--- src/rtl/sram_arbiter.sv ---
// sram_arbiter
//   Shares one 16-bit-wide asynchronous SRAM between a CHR loader (boot mode),
//   the PPU and the CPU (run mode). Requesters use byte addresses; each access
//   is IDLE -> ACC1 -> ACC2 -> ACK. PPU has priority, but the CPU is forced
//   through after STARVE_MAX consecutive PPU grants while it waits.
//
// Ports
//   i_clk, i_rstn              clock, asynchronous active-low reset
//   i_ld_done                  loader finished; switches to run mode
//   i_ld_*                     loader SRAM bus, passed straight through in boot mode
//   i_ppu_req/addr             PPU read request (level) and byte address
//   o_ppu_ack/rdata            PPU completion pulse and read byte
//   i_cpu_req/we/addr/wdata    CPU request (level), direction, address, write byte
//   o_cpu_ack/rdata            CPU completion pulse and read byte
//   o_sram_*                   SRAM bus
//   i_sram_rdata               SRAM read data
module sram_arbiter #(
    parameter int STARVE_MAX = 2
) (
    input  logic        i_clk,
    input  logic        i_rstn,
    input  logic        i_ld_done,
    input  logic [19:0] i_ld_addr,
    input  logic [15:0] i_ld_wdata,
    input  logic        i_ld_oe_n,
    input  logic        i_ld_we_n,
    input  logic        i_ld_ub_n,
    input  logic        i_ld_lb_n,
    input  logic        i_ppu_req,
    input  logic [19:0] i_ppu_addr,
    output logic        o_ppu_ack,
    output logic [7:0]  o_ppu_rdata,
    input  logic        i_cpu_req,
    input  logic        i_cpu_we,
    input  logic [19:0] i_cpu_addr,
    input  logic [7:0]  i_cpu_wdata,
    output logic        o_cpu_ack,
    output logic [7:0]  o_cpu_rdata,
    output logic [19:0] o_sram_addr,
    output logic [15:0] o_sram_wdata,
    output logic        o_sram_oe_n,
    output logic        o_sram_we_n,
    output logic        o_sram_ub_n,
    output logic        o_sram_lb_n,
    input  logic [15:0] i_sram_rdata
);

    localparam int SW = $clog2(STARVE_MAX + 2);
    localparam logic [SW-1:0] STARVE_LIM = SW'(STARVE_MAX);

    typedef enum logic [1:0] {S_IDLE, S_ACC1, S_ACC2, S_ACK} state_t;

    state_t          r_state, w_state_nxt;
    logic            r_run;
    logic [SW-1:0]   r_starve;
    logic            r_gnt_cpu, r_we, r_hi;
    logic [19:0]     r_addr;
    logic [7:0]      r_wbyte;
    logic            r_oe_n, r_we_n, r_ub_n, r_lb_n;
    logic [15:0]     r_wdata;
    logic            r_ppu_ack, r_cpu_ack;
    logic [7:0]      r_ppu_rdata, r_cpu_rdata;

    logic            w_grant, w_gnt_cpu;
    logic            w_we_nxt, w_hi_nxt;
    logic [19:0]     w_req_addr, w_addr_nxt;
    logic [7:0]      w_wbyte_nxt, w_rbyte;
    logic            w_oe_n, w_we_n, w_ub_n, w_lb_n;
    logic [15:0]     w_wdata;

    // Byte address -> 16-bit word address; bit 3 picks the lane, so the
    // remaining bits are packed with a leading zero.
    function automatic logic [19:0] f_word_addr(input logic [19:0] a);
        return {1'b0, a[19:4], a[2:0]};
    endfunction

    always_comb begin
        w_state_nxt = r_state;
        w_grant     = 1'b0;
        w_gnt_cpu   = 1'b0;
        case (r_state)
            S_IDLE: begin
                if (r_run && (i_ppu_req || i_cpu_req)) begin
                    w_grant     = 1'b1;
                    w_gnt_cpu   = i_cpu_req && (!i_ppu_req || r_starve == STARVE_LIM);
                    w_state_nxt = S_ACC1;
                end
            end
            S_ACC1:  w_state_nxt = S_ACC2;
            S_ACC2:  w_state_nxt = S_ACK;
            default: w_state_nxt = S_IDLE;
        endcase
    end

    // Values latched at grant time; the registered bus below is derived from
    // them together with the next state so the strobes line up with the state.
    always_comb begin
        w_req_addr  = w_gnt_cpu ? i_cpu_addr : i_ppu_addr;
        w_we_nxt    = w_grant ? (w_gnt_cpu && i_cpu_we) : r_we;
        w_hi_nxt    = w_grant ? w_req_addr[3] : r_hi;
        w_addr_nxt  = w_grant ? f_word_addr(w_req_addr) : r_addr;
        w_wbyte_nxt = w_grant ? i_cpu_wdata : r_wbyte;
    end

    always_comb begin
        w_oe_n  = 1'b1;
        w_we_n  = 1'b1;
        w_ub_n  = 1'b1;
        w_lb_n  = 1'b1;
        w_wdata = 16'h0000;
        if (w_state_nxt == S_ACC1 || w_state_nxt == S_ACC2) begin
            w_ub_n = !w_hi_nxt;
            w_lb_n = w_hi_nxt;
            if (w_we_nxt) begin
                w_wdata = w_hi_nxt ? {w_wbyte_nxt, 8'h00} : {8'h00, w_wbyte_nxt};
                // Write pulse only in the second cycle: address/data settle first.
                w_we_n  = (w_state_nxt != S_ACC2);
            end else begin
                w_oe_n = 1'b0;
            end
        end
    end

    assign w_rbyte = r_hi ? i_sram_rdata[15:8] : i_sram_rdata[7:0];

    always_ff @(posedge i_clk or negedge i_rstn) begin
        if (!i_rstn) begin
            r_state     <= S_IDLE;
            r_run       <= 1'b0;
            r_starve    <= '0;
            r_gnt_cpu   <= 1'b0;
            r_we        <= 1'b0;
            r_hi        <= 1'b0;
            r_addr      <= 20'h00000;
            r_wbyte     <= 8'h00;
            r_oe_n      <= 1'b1;
            r_we_n      <= 1'b1;
            r_ub_n      <= 1'b1;
            r_lb_n      <= 1'b1;
            r_wdata     <= 16'h0000;
            r_ppu_ack   <= 1'b0;
            r_cpu_ack   <= 1'b0;
            r_ppu_rdata <= 8'h00;
            r_cpu_rdata <= 8'h00;
        end else begin
            if (!r_run && i_ld_done && r_state == S_IDLE)
                r_run <= 1'b1;
            r_state <= w_state_nxt;
            r_we    <= w_we_nxt;
            r_hi    <= w_hi_nxt;
            r_addr  <= w_addr_nxt;
            r_wbyte <= w_wbyte_nxt;
            if (w_grant) begin
                r_gnt_cpu <= w_gnt_cpu;
                if (w_gnt_cpu)
                    r_starve <= '0;
                else if (i_cpu_req && r_starve != STARVE_LIM)
                    r_starve <= r_starve + 1'b1;
            end
            r_oe_n    <= w_oe_n;
            r_we_n    <= w_we_n;
            r_ub_n    <= w_ub_n;
            r_lb_n    <= w_lb_n;
            r_wdata   <= w_wdata;
            r_ppu_ack <= (w_state_nxt == S_ACK) && !r_gnt_cpu;
            r_cpu_ack <= (w_state_nxt == S_ACK) && r_gnt_cpu;
            if (r_state == S_ACC2 && !r_we) begin
                if (r_gnt_cpu) r_cpu_rdata <= w_rbyte;
                else           r_ppu_rdata <= w_rbyte;
            end
        end
    end

    // Boot mode hands the SRAM to the loader combinationally.
    assign o_sram_addr  = r_run ? r_addr  : i_ld_addr;
    assign o_sram_wdata = r_run ? r_wdata : i_ld_wdata;
    assign o_sram_oe_n  = r_run ? r_oe_n  : i_ld_oe_n;
    assign o_sram_we_n  = r_run ? r_we_n  : i_ld_we_n;
    assign o_sram_ub_n  = r_run ? r_ub_n  : i_ld_ub_n;
    assign o_sram_lb_n  = r_run ? r_lb_n  : i_ld_lb_n;

    assign o_ppu_ack   = r_ppu_ack;
    assign o_cpu_ack   = r_cpu_ack;
    assign o_ppu_rdata = r_ppu_rdata;
    assign o_cpu_rdata = r_cpu_rdata;

endmodule

--- config.mk ---
export PLATFORM = sky130hd
export DESIGN_NAME = sram_arbiter
export DESIGN_NICKNAME = d
export VERILOG_FILES = /design/src/rtl/sram_arbiter.sv
export SDC_FILE = /design/constraint.sdc
export NUM_CORES = 1
export LEC_CHECK = 0
export BUFFER_PORTS_ARGS = -buffer_cell sky130_fd_sc_hd__buf_2
export CAP_MARGIN = 20
export CORE_ASPECT_RATIO = 0.75
export CORE_MARGIN = 2
export CORE_UTILIZATION = 50
export DETAILED_ROUTE_END_ITERATION = 8
export HOLD_SLACK_MARGIN = 0.1
export PLACE_DENSITY = 0.88
export SLEW_MARGIN = 10
export SYNTH_ARGS = -nofsm -noshare
export SYNTH_HDL_FRONTEND = slang
export SYNTH_SLANG_ARGS = --single-unit
--- constraint.sdc ---
create_clock -name i_clk -period 5.1 [get_ports i_clk]
set_input_delay 1.02 -clock i_clk [delete_from_list [all_inputs] [get_ports i_clk]]
set_output_delay 1.02 -clock i_clk [all_outputs]
set_load 0.1 [all_outputs]
* After elaboration in Yosys (flattened, before gate mapping)
Cells that the tools add are included.
** Word-level totals
- Memories :: 0
- RAM bits :: 0
- Input port bits :: 110
- Bits in latches :: 0
- Register bits after elaboration :: 73
- ROM bits :: 0
- Word-level logic and storage cells :: 77
- Output and inout port bits :: 58
** Operators by class
- Shift operators :: 0
- Multiply operators :: 0
- Magnitude comparators :: 0
- Muxes and demuxes :: 28
- Add/sub/neg operators :: 1
- Equal/unequal tests :: 8
- Div/mod/pow operators :: 0
- Bitwise logic cells :: 1
- Reductions and logical operators :: 22
** Operator list (number)
- $mux W16 :: 4
- $mux W20 :: 2
- $mux W1 :: 16
- $mux W8 :: 2
- $logic_and A1 B1 Y1 :: 9
- $eq A2 B2 Y1 const B :: 4
- $mux W2 :: 3
- $pmux W2 S3 :: 1
- $reduce_and A2 Y1 :: 3
- $logic_not A1 Y1 :: 5
- $eq A2 B1 Y1 const B :: 2
- $ne A2 B2 Y1 const B :: 2
- $logic_or A1 B1 Y1 :: 3
- $add A2 B1 Y2 const B :: 1
- $logic_not A2 Y1 :: 1
- $reduce_bool A2 Y1 :: 1
- $not A1 Y1 :: 1

* Logic depth before layout (Yosys ltp)
Gate-level depths: netlist of run 1.
- Word-level depth :: 10
- Depth in mapped cells :: 8
- Mapped depth without buffers :: 6

* Worst setup path after synthesis of run 1
No wires, ideal clock.
- Kind :: input port to output port
- Start point :: in i_ld_addr[19]
- End point :: out o_sram_addr[19]
- Path slack :: 1.726 ns
- Cell stages on the path :: 1
- Data required time :: 4.080 ns
- Buffers on the path :: 0
- Data arrival time :: 2.354 ns
- Path through :: nor2b_1
** Between the ends
- Word-level cells in the longest chain between the ends :: 1
** RTL lines
- from (decl) :: line 23 : input logic [19:0] i_ld_addr,
- $mux W20 :: line 175 : assign o_sram_addr = r_run ? r_addr : i_ld_addr;
- to (decl) :: line 39 : output logic [19:0] o_sram_addr,
Every way passes these cells.

* Final worst setup path of run 1
- Start point :: reg r_run
- End point :: out o_sram_addr[17]
** Between the ends
- Word-level cells in the longest chain between the ends :: 1
** RTL lines
- from (decl) :: line 54 : logic r_run;
- from (signal assigned) :: line 129 : r_run <= 1'b0;
- from (signal assigned) :: line 147 : r_run <= 1'b1;
- $mux W20 :: line 175
Every way passes these cells.

==> impl_metrics.csv, run 1 <==
group,metric,value,unit
cts,cts_buffer_depth,2,
synthesis,syn_inst,309,
synthesis,yosysWarnings,0,
detailed_routing,wl_per_cell,14.5,um
floorplan,initial_utilization,51.9,%
cts,cts_setup_buffers,0,
run_status,status,"finished clean",
run,drv_cap,0,
critical_path,crit_family,"flip-flops",
global_routing,grt_pass1_vias,2904,
cells_and_area,finalInstanceArea,0.00466,mm2
floorplan,die_y,77.1,um
cts,path_clk_slew,0.08,ns
sta,worst_clock_skew,0.0118,ns
critical_path,crit_chain,"mux2_2 -> buf_2",
detailed_routing,vias_per_cell,4.95,
detailed_routing,drt_iter0_markers,57,
critical_path,critPathCaptureType,"primary output",
cts,root_buffer,"clkbuf_8",
synthesis,synthTopCellsByCount,"dfrtp_1, mux2_2, nand2_1",
synthesis,synthArstFlopShare,100,%
cts,numClockSinks,73,
sta,hold_viol_final,0,
cts,htree_levels,3,
floorplan,pin_count,168,
placed_design,gp_congestion,0.831,
worst_hold_path,hp-class,"reg2reg",
critical_path,worstSetupStartpointType,"flop",
global_routing,grt_pass1_wl,13100,um
detailed_routing,detail-route-antenna-nets,0,
cts,postCtsHoldBufs,0,
cells_and_area,diodes,0,
cts,ctsResizeCount,0,
sta,fmax,0.317,GHz
synthesis,synth_top_area_share,48.5,%
placed_design,postPlaceCellArea,0.00444,mm2
cells_and_area,drive_gt1_share,52.7,%
floorplan,die_w,101,um
global_routing,grt_max_degree,74,
critical_path,crit_buf_inv,1,
cts,cts_tree,"done",
sta,min_period,3.15,ns
cells_and_area,areaGrowthSynthToFinish,31.0,%
cts,clk_latency,0.34,ns
floorplan,num_rows,26,
global_routing,antenna_found_initial,0,
cells_and_area,multiInputGateArea,0.00162,mm2
critical_path,arrival,2.13,ns
placed_design,io_buffer_count,167,
synthesis,synth.cell_area,0.00356,mm2
critical_path,cp.required,4.08,ns
synthesis,netlist_top_cells_area,"dfrtp_1, mux2_2, mux2i_1, nand2_1, dfstp_2",
sta,tns,0,ns
synthesis,synthesis.nets,423,
synthesis,synth_top_area_cell,"dfrtp_1",
cells_and_area,fin_nets,583,
critical_path,slowest_stage,"dfrtp_2",
global_routing,grt_overflow,0,
sta,tightest_slew,1.06,ns
synthesis,synth_cell_types,35,
sta,relSlewSlack,29.3,%
critical_path,critPathMaxFanout,45,
synthesis,yosysMostFrequentCell,"dfrtp_1",
floorplan,die_area,0.00782,mm2
cells_and_area,ff_latch_area,0.00183,mm2
detailed_routing,drc,0,
synthesis,synth_ff_type,"dfrtp_1",
cells_and_area,fin_util,68.0,%
global_routing,grt_usage,21.6,%
detailed_routing,via_count,2834,
synthesis,ys_ff_latch,73,
critical_path,max_stage_delay,1.01,ns
detailed_routing,drt_wl_total,8270,um
placed_design,dp_hpwl,6000,um
cts,numCtsBuffers,9,
synthesis,syn_avg_cell_area,11.5,um2
synthesis,synth-edff-count,0,
sta,rsz0062_at_grt,"no",
synthesis,synth.yosys.seq_area_share,51.5,%
critical_path,path_class,"reg2out",
floorplan,core-area,0.00686,mm2
sta,finalCritPeriodShare,61.8,%
sta,drv_slew,0,
detailed_routing,first_pass_iters,4,
sta,setup-violations-final,0,
cells_and_area,nFillCells,549,
==> layer usage <==
layer / up-vias / global-route usage, % / share of wire (%)
met4: 0 / 5.27 / 0.99
li1: 1392 / - / -
met2: 118 / 36.9 / 49
met5: - / 0 / 0
met3: 6 / 6.93 / 7.9
met1: 1318 / 26.5 / 42
==> state kept, by name (all words and copies together), names as in the netlist, 2 cells and up <==
register     cells
o_ppu_rdata      8
r_wdata         16
r_wbyte          8
r_addr          19
r_starve         2
o_cpu_rdata      8
r_state          2
==> cell families (layout without fill, tap and decap cells) <==
| group | after synthesis | count (layout) | synth area share, % |
|---|---|---|---|
| buf+inv | 25 | 190 | 3.37 |
| mux | 74 | 74 | 22.5 |
| simple gates | 84 | 84 | 12.4 |
| flops | 73 | 73 | 51.5 |
| xor+xnor | 2 | 2 | 0.703 |
| compound gates | 47 | 47 | 8.15 |
| fa+ha+maj | 4 | 4 | 1.41 |
==> area by class of cell <==
cell class	instances	area share [%]
Sequential cell	73	39.3
Timing Repair Buffer	169	18.5
Tap cell	98	2.63
Clock buffer	11	2.82
Inverter	5	0.402
Multi-Input combinational cell	211	34.7
Clock inverter	5	1.74
==> metrics by stage <==
step	setup WS [ns]	instances	hold slack (ns)
2_1_floorplan	1.73	309	0.424
3_3_place_gp	2.39	555	0.441
3_5_place_dp	2.27	555	0.452
6_report	1.95	572	0.451
4_1_cts	1.95	571	0.459
5_1_grt	1.84	572	0.482
==> worst register-to-register path, delay by kind of cell, from the launching register on <==
kind                   cells  cell delay, ns
DFF                        1            1.01
AOI/OAI and AO/OA          2            0.93
buffers and inverters      1            0.33
and+or+nand+nor            1            0.14
==> placed cells by master (no fill, tap or decap), drive strengths merged, types with 2 or more instances in the layout <==
cell and n:
a21o 2, a21oi 9, and2 3, buf 169, bufinv 2, clkbuf 11
clkinv 2, dfrtp 69, dfstp 4, ha 4, inv 5, mux2 47
mux2i 27, nand2 41, nand2b 4, nand3 3, nor2 10, nor2b 4
nor3 9, nor3b 8, o211ai 2, o21ai 29
==> final timing paths <==
kind	start	to	slack, ns	cells past startpoint
min reg2reg	r_gnt_cpu	o_ppu_ack	0.45	1
max	r_run	o_sram_addr[17]	1.95	2
min in group asynchronous	i_rstn	o_cpu_rdata[2]	0.80	1
max reg2reg	r_run	r_wdata[5]	2.52	4
min	r_gnt_cpu	o_ppu_ack	0.45	1
max in group asynchronous	i_rstn	r_run	3.67	1
Power of run 1 is not shown: default switching activity piles up to over one toggle a cycle in this logic, so the estimate is an artifact.
==> inputs of run 2 (changes only) <==
--- a/config.mk
+++ b/config.mk
@@ -5,14 +5,15 @@
 export SDC_FILE = /design/constraint.sdc
 export NUM_CORES = 1
 export LEC_CHECK = 0
+export ABC_AREA = 1
 export BUFFER_PORTS_ARGS = -buffer_cell sky130_fd_sc_hd__buf_2
 export CAP_MARGIN = 20
 export CORE_ASPECT_RATIO = 0.75
 export CORE_MARGIN = 2
-export CORE_UTILIZATION = 50
+export CORE_UTILIZATION = 42
 export DETAILED_ROUTE_END_ITERATION = 8
 export HOLD_SLACK_MARGIN = 0.1
-export PLACE_DENSITY = 0.88
+export PLACE_DENSITY = 0.8
 export SLEW_MARGIN = 10
 export SYNTH_ARGS = -nofsm -noshare
 export SYNTH_HDL_FRONTEND = slang
==> constraint.sdc (replaced) <==
create_clock -name i_clk -period 2.7 [get_ports i_clk]
set_input_delay 0.54 -clock i_clk [delete_from_list [all_inputs] [get_ports i_clk]]
set_output_delay 0.54 -clock i_clk [all_outputs]
set_load 0.1 [all_outputs]
==> run 2 against run 1 <==
Against the previous run:
- final cell count grew 23%
- count of clock-buffer cells in the layout grew 3
- clock skew is 0.0035 ns lower
- flip-flop and latch count unchanged
- utilization is 3.2 points lower
- first-iteration DRC count increased to 4.5 times the previous value
- highest routed layer unchanged
- global-route usage rose by 0.26 points
- area after synthesis decreased by 2.5%
- sequential share of layout area decreased by 3.7 points
==> impl_metrics.csv, run 2 <==
group,metric,value,unit
run_status,status,"finished clean",
floorplan,die_w,109,um
detailed_routing,detail-route-antenna-nets,0,
critical_path,worstSetupStartpoint,"r_run",
synthesis,syn_inst,430,
critical_path,reg2reg_to,"r_wdata[5]",
floorplan,num_rows,28,
critical_path,path_class,"reg2out",
cells_and_area,finalInstanceArea,0.00515,mm2
synthesis,synth_top_area_cell,"dfrtp_1",
run,drv_cap,0,
cts,clk_latency,0.34,ns
synthesis,synthArstFlopShare,100,%
global_routing,grt_pass1_vias,3201,
sta,worst_clock_skew,0.00827,ns
cells_and_area,final_cell_mix,"nand2_1, buf_2, dfrtp_1, buf_12",
cells_and_area,areaGrowthSynthToFinish,48.4,%
cells_and_area,fin_nets,706,
synthesis,yosysWarnings,0,
sta,setup-violations-final,0,
detailed_routing,wl_per_cell,13.5,um
global_routing,grt_overflow,0,
detailed_routing,vias_per_cell,4.89,
sta,finalCritPeriodShare,87.7,%
synthesis,synth-edff-count,0,
synthesis,synth_ff_type,"dfrtp_1",
sta,tightest_slew,0.960,ns
placed_design,gp_congestion,0.796,
cts,postCtsHoldBufs,0,
critical_path,r2r_cells,9,
cells_and_area,regMostFlops,"r_addr",
detailed_routing,drc,0,
sta,min_period,2.37,ns
power,leakagePower,0.00266,uW
critical_path,crit_path_end,"o_sram_wdata[7]",
critical_path,slowest_stage,"inv_2",
cells_and_area,reg.largest.list,"r_addr: 19 flops, r_wdata: 16 flops",
cts,ctsResizeCount,0,
global_routing,grt_pass1_wl,15000,um
synthesis,synthTopCellsByCount,"nand2_1, dfrtp_1, inv_1, nor2_1, o21ai_0",
critical_path,critPathCaptureType,"primary output",
cells_and_area,final_common_cell,"nand2_1",
synthesis,yosysMostFrequentCell,"nand2_1",
cts,cts_buffer_depth,2,
global_routing,grt_max_degree,74,
power,ir_drop,0.00139,V
critical_path,crit_buf_inv,3,
synthesis,syn_avg_cell_area,8.07,um2
placed_design,io_buffer_count,167,
critical_path,cp_num_cells,5,
cts,cts_tree,"done",
critical_path,max_stage_delay,0.46,ns
synthesis,synthesis.nets,544,
critical_path,crit_family,"buffers and inverters",
synthesis,synth.yosys.seq_area_share,52.8,%
floorplan,die_y,82.7,um
critical_path,r2r_slack,0.69,ns
sta,drv_slew,0,
cts,cts_setup_buffers,0,
cells_and_area,largest_register_ffs,19,
synthesis,synth.cell_area,0.00347,mm2
cts,htree_levels,3,
critical_path,worstSetupStartpointType,"flop",
cts,root_buffer,"clkbuf_8",
critical_path,critPathMaxFanout,43,
critical_path,cp.required,2.16,ns
cells_and_area,drive_gt1_share,33.7,%
detailed_routing,drt_iter0_markers,257,
critical_path,r2r_start,"r_state[0]",
cts,path_clk_slew,0.07,ns
sta,relSlewSlack,35.7,%
placed_design,dp_hpwl,7190,um
synthesis,ys_ff_latch,73,
sta,rsz0062_at_grt,"no",
detailed_routing,via_count,3430,
sta,fmax,0.422,GHz
sta,hold_viol_final,0,
critical_path,crit_chain,"inv_2 -> buf_4 -> nand2_1 -> nand2_1 -> buf_12",
critical_path,arrival,1.83,ns
sta,whs,0.332,ns
floorplan,pin_count,168,
critical_path,worst_path_most_repeated_cell,"nand2_1",
detailed_routing,first_pass_iters,4,
floorplan,die_area,0.00902,mm2
worst_hold_path,hp-class,"in2async",
global_routing,grt_usage,21.9,%
cells_and_area,diodes,0,
detailed_routing,drt_wl_total,9490,um
floorplan,core-area,0.00795,mm2
cts,numCtsBuffers,9,
synthesis,netlist_top_cells_area,"dfrtp_1, nand2_1, o21ai_0, inv_1, nor2_1",
global_routing,antenna_found_initial,0,
synthesis,synth_top_area_share,49.7,%
placed_design,postPlaceCellArea,0.00495,mm2
floorplan,initial_utilization,43.7,%
power,power_density,1440,mW/mm2
cts,numClockSinks,73,
synthesis,synth_cell_types,27,
-- run 2: cell types whose count changed after synthesis, sizes merged, moves of 11 or more --
cell	change
mux2i	-27
nor2	+24
a22oi	+11
inv	+30
mux2	-47
nand2	+132
nand3	+15
-- run 2: where the power goes --
group | switching [uW] | total (uW) | internal [uW]
clock | 369 | 848 | 479
sequential | 196 | 1730 | 1540
combinational | 3530 | 4850 | 1320
-- run 2: worst min-delay path by stage --
| stage | start | to | slack, ns | cells after the start |
|---|---|---|---|---|
| detailed placement | r_wbyte[1] | r_wbyte[1] | 0.46 | 2 |
| finish | i_rstn | r_addr[3] | 0.33 | 1 |
| CTS | i_rstn | r_addr[9] | 0.35 | 1 |
| global route | i_rstn | r_addr[11] | 0.38 | 1 |
| floorplan | i_rstn | o_cpu_ack | 0.24 | 0 |
| global placement | r_wbyte[1] | r_wbyte[1] | 0.46 | 2 |
-- run 2: logic make-up after synthesis --
| logic type | Yosys count | synth area share (%) |
|---|---|---|
| DFF | 73 | 52.8 |
| adders and majority gates | 4 | 1.44 |
| buffers and inverters | 56 | 6.99 |
| and+or+nand+nor | 226 | 26.5 |
| AOI/OAI and AO/OA | 71 | 12.4 |
-- run 2: through the flow --
step                cells  util (%)  worst slack, ns  power (uW)  setup TNS, ns
floorplan             430         -           -0.648        5180          -8.86
global placement      686      62.3            0.698        6500              0
detailed placement    686      62.3            0.656        6600              0
CTS                   702      64.8            0.270        7470              0
global route          702      64.8            0.163        7820              0
finish                702      64.8            0.332        7430              0
-- run 2: area by class of cell --
cell class | instances | area, um2
Clock buffer | 14 | 163
Inverter | 36 | 138
Tap cell | 105 | 131
Multi-Input combinational cell | 301 | 1400
Timing Repair Buffer | 171 | 1450
Clock inverter | 2 | 37.5
Sequential cell | 73 | 1830
Fill cell | 654 | 2800
-- run 2: per-layer routing --
layer	global-route usage, %	vias up	wire (um)
met3	5.42	11	812
met2	37.9	139	4590
met1	27.7	1597	3980
li1	-	1683	-
met4	5.64	0	112
met5	0	-	0
Note: power is estimated with default switching activity, not from simulation.
